--- config.mk ---
export PLATFORM = sky130hd
export DESIGN_NAME = apb_completer_regs
export DESIGN_NICKNAME = d
export VERILOG_FILES = /design/src/rtl/apb_completer_regs.sv
export SDC_FILE = /design/constraint.sdc
export NUM_CORES = 1
export LEC_CHECK = 0
export BUFFER_PORTS_ARGS = -buffer_cell sky130_fd_sc_hd__buf_2
export CORE_AREA = 2 2 210 212
export CTS_BUF_LIST = sky130_fd_sc_hd__clkbuf_8
export DETAILED_ROUTE_END_ITERATION = 7
export DIE_AREA = 0 0 212 214
export PLACE_DENSITY = 0.8
export SYNTH_ARGS = -nofsm -noshare
export SYNTH_HDL_FRONTEND = slang
export SYNTH_SLANG_ARGS = --single-unit
--- constraint.sdc ---
create_clock -name clk -period 6.05 [get_ports clk]
set_clock_uncertainty 0.15 [all_clocks]
set_input_delay 0.605 -clock clk [delete_from_list [all_inputs] [get_ports clk]]
set_output_delay 0.605 -clock clk [all_outputs]
set_load 0.01 [all_outputs]
--- src/rtl/apb_completer_regs.sv ---
// rtl/apb_completer_regs.sv - APB completer with a byte-strobed register file and fixed wait states
module apb_completer_regs #(
    parameter int                ADDR_W      = 12,
    parameter int                DATA_W      = 32,
    parameter int                NUM_REGS    = 16,
    parameter logic [ADDR_W-1:0] BASE_ADDR   = '0,
    parameter int                WAIT_CYCLES = 1
) (
    input  logic                  clk,
    input  logic                  rst,
    input  logic                  PSEL,
    input  logic                  PENABLE,
    input  logic                  PWRITE,
    input  logic [ADDR_W-1:0]     PADDR,
    input  logic [DATA_W-1:0]     PWDATA,
    input  logic [DATA_W/8-1:0]   PSTRB,
    output logic [DATA_W-1:0]     PRDATA,
    output logic                  PREADY,
    output logic                  PSLVERR,
    output logic [DATA_W-1:0]     reg0_out
);
    localparam int                STRB_W     = DATA_W / 8;
    localparam int                IDX_W      = (NUM_REGS > 1) ? $clog2(NUM_REGS) : 1;
    localparam logic [ADDR_W-1:0] NUM_REGS_A = ADDR_W'(NUM_REGS);
    localparam logic [3:0]        WAIT_INIT  = 4'(WAIT_CYCLES);

    typedef enum logic {IDLE, ACCESS} state_t;

    state_t              state;
    logic [ADDR_W-1:0]   addr_q;
    logic                write_q;
    logic [DATA_W-1:0]   wdata_q;
    logic [STRB_W-1:0]   strb_q;
    logic [3:0]          cnt;
    logic [DATA_W-1:0]   regs [NUM_REGS];

    logic [ADDR_W-1:0]   dec_addr;
    logic                dec_write;
    logic [ADDR_W:0]     offset_ext;
    logic [ADDR_W-1:0]   offset;
    logic [IDX_W-1:0]    dec_idx;
    logic                dec_valid;
    logic [DATA_W-1:0]   resp_data;

    // With zero wait states the response is registered on the setup edge,
    // before the address is latched, so decode looks at the live bus in IDLE.
    always_comb begin
        dec_addr   = (state == IDLE) ? PADDR  : addr_q;
        dec_write  = (state == IDLE) ? PWRITE : write_q;
        offset_ext = {1'b0, dec_addr} - {1'b0, BASE_ADDR};
        offset     = offset_ext[ADDR_W-1:0];
        dec_idx    = offset[IDX_W+1:2];
        dec_valid  = !offset_ext[ADDR_W] && (offset[1:0] == 2'b00) && ((offset >> 2) < NUM_REGS_A);
        resp_data  = '0;
        if (dec_valid && !dec_write) begin
            resp_data = regs[dec_idx];
        end
    end

    always_ff @(posedge clk or negedge rst) begin
        if (!rst) begin
            state   <= IDLE;
            addr_q  <= '0;
            write_q <= 1'b0;
            wdata_q <= '0;
            strb_q  <= '0;
            cnt     <= '0;
            PREADY  <= 1'b0;
            PSLVERR <= 1'b0;
            PRDATA  <= '0;
            for (int i = 0; i < NUM_REGS; i++) begin
                regs[i] <= '0;
            end
        end else begin
            case (state)
                IDLE: begin
                    if (PSEL && !PENABLE) begin
                        addr_q  <= PADDR;
                        write_q <= PWRITE;
                        wdata_q <= PWDATA;
                        strb_q  <= PSTRB;
                        cnt     <= WAIT_INIT;
                        state   <= ACCESS;
                        if (WAIT_CYCLES == 0) begin
                            PREADY  <= 1'b1;
                            PSLVERR <= !dec_valid;
                            PRDATA  <= resp_data;
                        end
                    end
                end
                ACCESS: begin
                    if (!(PSEL && PENABLE)) begin
                        state   <= IDLE;
                        PREADY  <= 1'b0;
                        PSLVERR <= 1'b0;
                        PRDATA  <= '0;
                    end else if (PREADY) begin
                        if (write_q && dec_valid) begin
                            for (int i = 0; i < STRB_W; i++) begin
                                if (strb_q[i]) begin
                                    regs[dec_idx][8*i +: 8] <= wdata_q[8*i +: 8];
                                end
                            end
                        end
                        state   <= IDLE;
                        PREADY  <= 1'b0;
                        PSLVERR <= 1'b0;
                        PRDATA  <= '0;
                    end else begin
                        cnt <= cnt - 4'd1;
                        if (cnt == 4'd1) begin
                            PREADY  <= 1'b1;
                            PSLVERR <= !dec_valid;
                            PRDATA  <= resp_data;
                        end
                    end
                end
                default: state <= IDLE;
            endcase
        end
    end

    assign reg0_out = regs[0];

endmodule

==> impl_metrics.ini <==
[worst_setup_path]
cp-end-kind = flip-flop
cp-start-kind = flip-flop
cp_slowest_cell = dfrtp_1
worst-path-buf-inv = 0
crit_arrival_ns = 4.39
cp.required_ns = 6.44
crit_family = simple AND/OR/NAND/NOR gates
crit_cells = 6
r2r_start = state
reg2regPathDepth = 6
crit_start = state
critPathKind = flip-flop to flip-flop
max_stage_delay_ns = 1.04
cp_max_fo = 21
crit_chain = nor3b_1 > nand3_1 > nor3_4 > nand2_2 > nor3_2 > mux2_2

[yosys]
synth_edf_count = 0
yosysTopAreaCell = dfrtp_1
synth-seq-area-share_pct = 54.4
ys_seq_elements = 600
synthTopCellsByArea = dfrtp_1 54%, mux2_2 23%, nand2_1 5.5%, nand3_1 2.4%, nor3_4 1.9%
synthFlopType = dfrtp_1
async_flop_share_pct = 100
yosysTopAreaCellShare_pct = 54.4
synth.avg_cell_area_um2 = 12.2
syn_nets = 2313
synth_cell_types = 44
yosysWarnings = 0
synth_cells = 2258
synth_area_mm2 = 0.0276

[power]
irDropWorstVdd_mv = 0.222
p_per_area_mw_per_mm2 = 280
p_leak_nw = 14.9

[timing]
hold_ws_ns = 0.0288
hold_violations = 0
report.final.slew_viol_count = 0
setup_viol = 0
worst_pin_slew_ns = 1.25
fin_crit_ns = 4.01
setup_slack_ns = 2.04
tns_ns = 0
fin_crit_sh_pct = 66.3
rsz0062_at_grt = no
slew_headroom_pct = 16.8
fmax_ghz = 0.249

[cts]
cts_tree = built
post_cts_resized = 0
clkTransAtPathRegs_ns = 0.06
cts_sinks = 600
cts_root_buffer = clkbuf_8
cts_setup_buffers = 0
clock_path_buffers = 3
ctsHtreeMaxLevel = 3
clock_latency_ns = 0.68
cts_buffers = 97
cts_hold_buf = 28

[drt]
firstDrtPassIters = 7
drc_errors = 0
final_antenna_net_count = 0
num_vias = 18739
routed_wl_mm = 68.4
first_iter_violations = 1593
via_per_inst = 6.21
wire_per_inst_um = 22.7

[floorplan]
initial_core_util_pct = 64.4
rows = 76
die_h_um = 214
fp.dieW_um = 212
die_area_mm2 = 0.0454
pin_count = 119
core_mm2 = 0.0429

[global_route]
antenna_found_initial = 0
overflow = 0
grt_max_degree = 140
grtUsageTotal_pct = 31.0
first_global_vias = 19401
grt_pass1_wl_mm = 109

[layout]
stdcell_count = 3016
area_growth_pct = 11.2
num-fill-cells = 2880
postLayoutCoreUtil_pct = 71.6
multi_input_area_mm2 = 0.0118
final_nets = 2410
drive_above_1_share_pct = 38.7
layout_commonest_cell = dfrtp_1
final_cell_mix = 600 x dfrtp_1, 564 x mux2_2, 406 x nand2_1, 131 x nand3_1, 122 x clkbuf_8
diodes = 0
ff_latch_area_mm2 = 0.0150

[place]
place.detailed.hpwl_mm = 41.9
placed_cells = 2813
gp_congestion = 0.838
io_buffers = 118
preCtsSetupSlack_ns = 2.09

[hold_path]
hold_class = input port to flip-flop
min_from = PWDATA[15]
hold_depth = 2

[flow_run]
cap_violations = 0

[run_status]
status = finished clean
-- cell usage after synthesis (all sizes together) (2+ instances only) --
library cell  count
a211oi            5
inv               7
o22ai            26
a32oi            26
mux2            566
clkbuf           63
o32a              6
a22o              5
mux2i            25
o21ai             8
nor3b             3
buf             113
a31oi            17
nand3           131
nor2             43
or3               2
nand2           410
or2               2
dfrtp           600
ha                2
nor4              3
a21oi            47
nand4b           20
mux4             14
and3             17
o31ai            28
nand2b            2
nor3             59
-- cells by family after synthesis --
logic type      Yosys count  share of synthesized area [%]
fa+ha+maj                 2                         0.0906
mux                     605                           25.1
flops                   600                           54.4
simple gates            695                           12.9
buf+inv                 183                           3.22
xor+xnor                  2                         0.0635
compound gates          171                           4.22
-- metrics by stage --
stage,cell area (um^2),power [mW]
after floorplan,27600,4.78
after global placement,28500,5.18
after detailed placement,28500,5.21
after CTS,30700,8.62
after global routing,30700,8.90
final,30700,8.59
-- routing by layer --
layer	track usage [%]	routed length, um	vias up	part of all wire (%)
li1	-	-	8200	-
met1	41.9	28100	9661	41
met2	49.9	33400	698	49
met3	5.75	4510	180	6.6
met4	12.5	2450	0	3.6
met5	0	0	-	0
-- report_power, final --
part	internal [mW]	switching (mW)	leakage [nW]	total (mW)
Combinational	0.254	0.575	5.47	0.829
Sequential	4.08	0.266	8.27	4.35
Clock	1.84	1.57	1.16	3.41
Total	6.18	2.41	14.9	8.59
-- layout make-up --
| cell class | instances | area share [%] |
|---|---|---|
| flip-flops and latches | 600 | 48.9 |
| multi-input cells | 1475 | 38.6 |
| clock buffers | 122 | 5.47 |
| repair buffers | 174 | 3.80 |
| well taps | 585 | 2.38 |
| clock inverters | 53 | 0.774 |
| inverters | 7 | 0.0856 |
-- flip-flops by register name, summed over array words and instances (netlist names) --
| register | count |
|---|---|
| PREADY | 1 |
| wdata_q | 32 |
| strb_q | 4 |
| cnt | 4 |
| PRDATA | 32 |
| reg0_out | 32 |
| addr_q | 12 |
| regs | 480 |
| write_q | 1 |
| PSLVERR | 1 |
| state | 1 |
-- path summary, 6_finish.rpt --
kind | to | slack (ns)
worst max-delay path | regs[45] | 2.04
worst min-delay path | wdata_q[15] | 0.03
worst max register to register | regs[45] | 2.04
worst min register to register | PRDATA[12] | 0.32
max in group asynchronous | regs[404] | 4.11
min in group asynchronous | regs[418] | 0.41
-- worst register-to-register path, cell delays in order (launching register included) --
cell	delay [ns]
dfrtp_1	1.04
nor3b_1	0.29
nand3_1	0.18
nor3_4	0.43
nand2_2	0.47
nor3_2	0.88
mux2_2	0.42
Power figures use the tool's default switching activity.
